**src/rtl/game_timer.sv**
```systemverilog
// Game tick timer: divides the board clock to a game tick and keeps an up/down
// count with preset load, pause, clear, lap capture and terminal detection.
module game_timer #(
  parameter int CLK_HZ    = 10_000_000,
  parameter int TICK_HZ   = 10,
  parameter int WIDTH     = 10,
  parameter int MAX_COUNT = 999,
  parameter int WRAP      = 1
) (
  input  logic             CLOCK10M,
  input  logic             RESET_N,
  input  logic             CLEAR,
  input  logic             LOAD,
  input  logic [WIDTH-1:0] LOAD_VALUE,
  input  logic             RUN,
  input  logic             DOWN,
  input  logic             LAP,
  output logic [WIDTH-1:0] counter_out,
  output logic [WIDTH-1:0] lap_out,
  output logic             tick,
  output logic             done,
  output logic             expired
);

  localparam int DIV = CLK_HZ / TICK_HZ;
  localparam int PW  = (DIV > 1) ? $clog2(DIV) : 1;

  localparam logic [PW-1:0]    PRE_LAST = PW'(DIV - 1);
  localparam logic [WIDTH-1:0] MAX_V    = WIDTH'(MAX_COUNT);

  logic [PW-1:0]    pre;
  logic             advance;
  logic             tick_ev;
  logic [WIDTH-1:0] terminal;
  logic             at_term;
  logic [WIDTH-1:0] stepped;
  logic [WIDTH-1:0] wrapped;
  logic [WIDTH-1:0] load_clamped;

  always_comb begin
    advance      = RUN && !expired;
    tick_ev      = advance && (pre == PRE_LAST);
    terminal     = DOWN ? '0 : MAX_V;
    at_term      = (counter_out == terminal);
    stepped      = DOWN ? (counter_out - WIDTH'(1)) : (counter_out + WIDTH'(1));
    wrapped      = DOWN ? MAX_V : '0;
    load_clamped = (LOAD_VALUE > MAX_V) ? MAX_V : LOAD_VALUE;
  end

  always_ff @(posedge CLOCK10M or negedge RESET_N) begin
    if (!RESET_N) begin
      pre         <= '0;
      counter_out <= '0;
      lap_out     <= '0;
      tick        <= 1'b0;
      done        <= 1'b0;
      expired     <= 1'b0;
    end else begin
      tick <= 1'b0;
      done <= 1'b0;

      // Lap sees the count registered before this edge, independent of clear/load.
      if (LAP)
        lap_out <= counter_out;

      if (CLEAR) begin
        counter_out <= '0;
        pre         <= '0;
        expired     <= 1'b0;
      end else if (LOAD) begin
        counter_out <= load_clamped;
        pre         <= '0;
        expired     <= 1'b0;
      end else if (tick_ev) begin
        pre <= '0;
        if (!at_term) begin
          counter_out <= stepped;
          tick        <= 1'b1;
          if (stepped == terminal) begin
            done <= 1'b1;
            if (WRAP == 0)
              expired <= 1'b1;
          end
        end else if (WRAP != 0) begin
          counter_out <= wrapped;
          tick        <= 1'b1;
        end else begin
          expired <= 1'b1;
        end
      end else if (advance) begin
        pre <= pre + PW'(1);
      end
    end
  end

endmodule

```
**config.mk**
```make
export PLATFORM = sky130hd
export DESIGN_NAME = game_timer
export DESIGN_NICKNAME = d
export VERILOG_FILES = /design/src/rtl/game_timer.sv
export SDC_FILE = /design/constraint.sdc
export NUM_CORES = 1
export LEC_CHECK = 0
export ABC_AREA = 1
export ABC_CLOCK_PERIOD_IN_PS = 4500
export CORE_UTILIZATION = 30
export CTS_CLUSTER_DIAMETER = 30
export DETAILED_ROUTE_END_ITERATION = 8
export SYNTH_ARGS = -nofsm -noshare
export SYNTH_HDL_FRONTEND = slang
export SYNTH_SLANG_ARGS = --single-unit
```
**constraint.sdc**
```tcl
create_clock -name CLOCK10M -period 4.5 [get_ports CLOCK10M]
set_clock_uncertainty 0.05 [all_clocks]
set_input_delay 1.125 -clock CLOCK10M [delete_from_list [all_inputs] [get_ports CLOCK10M]]
set_output_delay 1.125 -clock CLOCK10M [all_outputs]
set_load 0.03 [all_outputs]
```
==> impl_metrics.ini <==
[setup_path]
crit_type = input port to flop
r2r_end = pre[12]$_DFFE_PN0P_
r2r-start = pre[0]$_DFFE_PN0P_
crit_arrival_ns = 3.71
crit_path_start_kind = input port
endpoint = counter_out[8]$_DFFE_PN0P_
critPathLaunch = DOWN
worst-path-max-fanout = 13
r2r_cells = 8
rrSetupSlack_ns = 2.12
cp.required_ns = 4.65
end_kind = flop

[die]
core_um2 = 9240
die_area_um2 = 9950
rows = 35
ios = 40
start_util_pct = 31.0
die_x_um = 99.8
die_h_um = 99.8

[drt]
drt_iter0_drc = 134
antenna_left = 0
drcViolationCount = 0
post_drt_via_cell_ratio = 4.80
dr.pass1.iters = 4
wire_per_inst_um = 13.1
vias = 2755
wl_mm = 7.50

[timing]
worst_slew_pin_slew_ns = 0.947
fin_tns_setup_ns = 0
holdWs_ns = 0.468
setup-violations-final = 0
max_slew_margin_pct = 36.8
drv_slew = 0
rsz0062_at_grt = false
min_period_ns = 3.56
hold_violations = 0
clock.fmax_ghz = 0.281
period_share_pct = 79.0

[clock_tree]
cts.sinks = 42
cts.repair.resized = 0
clk_pin_slew_ns = 0.09
clk_path_buf_depth = 2
numCtsBuffers = 5
clock_latency_ns = 0.30
cts_tree = built
clockRootBuffer = clkbuf_8
cts-hold-fix-buffers = 0
postCtsSetupRepairBufs = 0
cts_max_level = 2

[power]
power_density_nw_per_um2 = 283
ir_drop_v = 0.000110
leakagePower_nw = 1.59

[logic_synthesis]
yosys.cell_types.count = 35
yosysTopAreaCellShare_pct = 36.6
yosysMostFrequentCell = nand2_1
synth_top_cell_by_area = dfrtp_1
avgSynthCellArea_um2 = 7.06
seq_area_frac_synth_pct = 36.6
synth_area_leaders = dfrtp_1 37%, nand2_1 15%, nor2_1 6.5%
syn-cell-area_um2 = 2870
synth.ff_latch_count = 42
ys.flop_type = dfrtp_1
async_flop_share_pct = 100
syn_inst = 406
synth_edf_count = 0
syn_nets = 433
ys_top_cells_by_count = 118 x nand2_1, 50 x nor2_1, 42 x dfrtp_1
synth_warnings = 0

[layout]
syn2layout_area_growth_pct = 21.5
drive_above_1_share_pct = 7.64
antenna_cells = 0
nets = 471
fill_cells = 989

[flow_run]
cap_violations = 0

[run_status]
status = finished clean

[place]
numPortBuffers = 38
hpwlAfterDp_mm = 5.88
globalplace.congestion = 0.903

[grt]
grt_max_degree = 43
grt_pass1_wl_mm = 12.4
grt-ovfl-total = 0
track_usage_pct = 15.8
grt_pass1_vias = 2626
antenna_found_initial = 0

[hold_path]
hold_path_class = flop to flop
==> registers in the layout, summed over array words and instances (netlist names) <==
signal,cells
pre,20
tick,1
done,1
lap_out,10
counter_out,10
==> cell usage in the layout, fill, tap and decap left out, drive strengths merged, types with 9 or more instances in the layout <==
cell type | netlist | final
nand2 | 123 | 123
nor2 | 56 | 56
inv | 45 | 45
dfrtp | 42 | 42
clkdlybuf4s50 | 0 | 37
nand3 | 33 | 33
a21oi | 20 | 20
o21ai | 17 | 17
nor3 | 16 | 16
nand4 | 12 | 12
ha | 9 | 9
==> critical path, stage by stage <==
cell and delay [ns]:
clkdlybuf4s50_1 0.84, inv_1 0.21, fa_1 0.52, o21ai_0 0.30, nand3_1 0.18, nand2_1 0.12
nand2_1 0.05, nand2_1 0.09, nand2_1 0.05, nand2_1 0.05, nand2_1 0.05, nand2_1 0.06
nand2_1 0.05
==> where the power goes <==
part	switching [mW]	internal [mW]
Clock	0.140	0.165
Combinational	0.166	0.102
Sequential	0.0181	0.395
==> per-layer routing <==
layer	vias to the layer above	share of wire, %	GRT usage (%)
li1	1396	-	-
met5	-	0	0
met4	0	1.9	4.86
met1	1288	45	19.3
met2	59	50	28.5
met3	12	3.2	2.51
==> cell families (layout without fill, tap and decap cells) <==
| group | Yosys count | in the layout | synth area share, % |
|---|---|---|---|
| simple gates | 246 | 246 | 39.1 |
| buf+inv | 52 | 91 | 7.11 |
| compound gates | 43 | 43 | 8.16 |
| flops | 42 | 42 | 36.6 |
| fa+ha+maj | 10 | 10 | 4.62 |
| xor+xnor | 6 | 6 | 1.83 |
| mux | 6 | 6 | 2.36 |
| other cells | 1 | 1 | 0.131 |
==> per-stage QoR <==
stage	power, mW	instance area (µm²)	util [%]	std cells	setup WS (ns)
2_1_floorplan	0.587	2870	-	406	1.85
3_3_place_gp	0.688	3370	36.5	566	0.738
3_5_place_dp	0.689	3370	36.5	566	0.663
4_1_cts	1.00	3480	37.7	574	0.992
5_1_grt	1.05	3480	37.7	574	0.769
6_report	0.987	3480	37.7	574	0.943
==> cell type report <==
class                           count  area [µm²]  area share [%]
Sequential cell                    42        1050            30.2
Clock buffer                        5        68.8            1.98
Clock inverter                      3        45.0            1.29
Tap cell                          129         161            4.63
Inverter                           45         169            4.85
Multi-Input combinational cell    312        1610            46.3
Timing Repair Buffer               38         375            10.8
==> worst min path at each step <==
stage	cells past startpoint	from	endpoint	slack, ns
after floorplan	2	pre[18]$_DFFE_PN0P_	pre[18]$_DFFE_PN0P_	0.44
after global placement	1	lap_out[2]$_DFFE_PN0P_	lap_out[2]$_DFFE_PN0P_	0.44
after detailed placement	1	lap_out[6]$_DFFE_PN0P_	lap_out[6]$_DFFE_PN0P_	0.45
after CTS	1	lap_out[6]$_DFFE_PN0P_	lap_out[6]$_DFFE_PN0P_	0.47
after global routing	1	lap_out[8]$_DFFE_PN0P_	lap_out[8]$_DFFE_PN0P_	0.49
final	1	lap_out[6]$_DFFE_PN0P_	lap_out[6]$_DFFE_PN0P_	0.47
(Power assumes the default switching activity.)
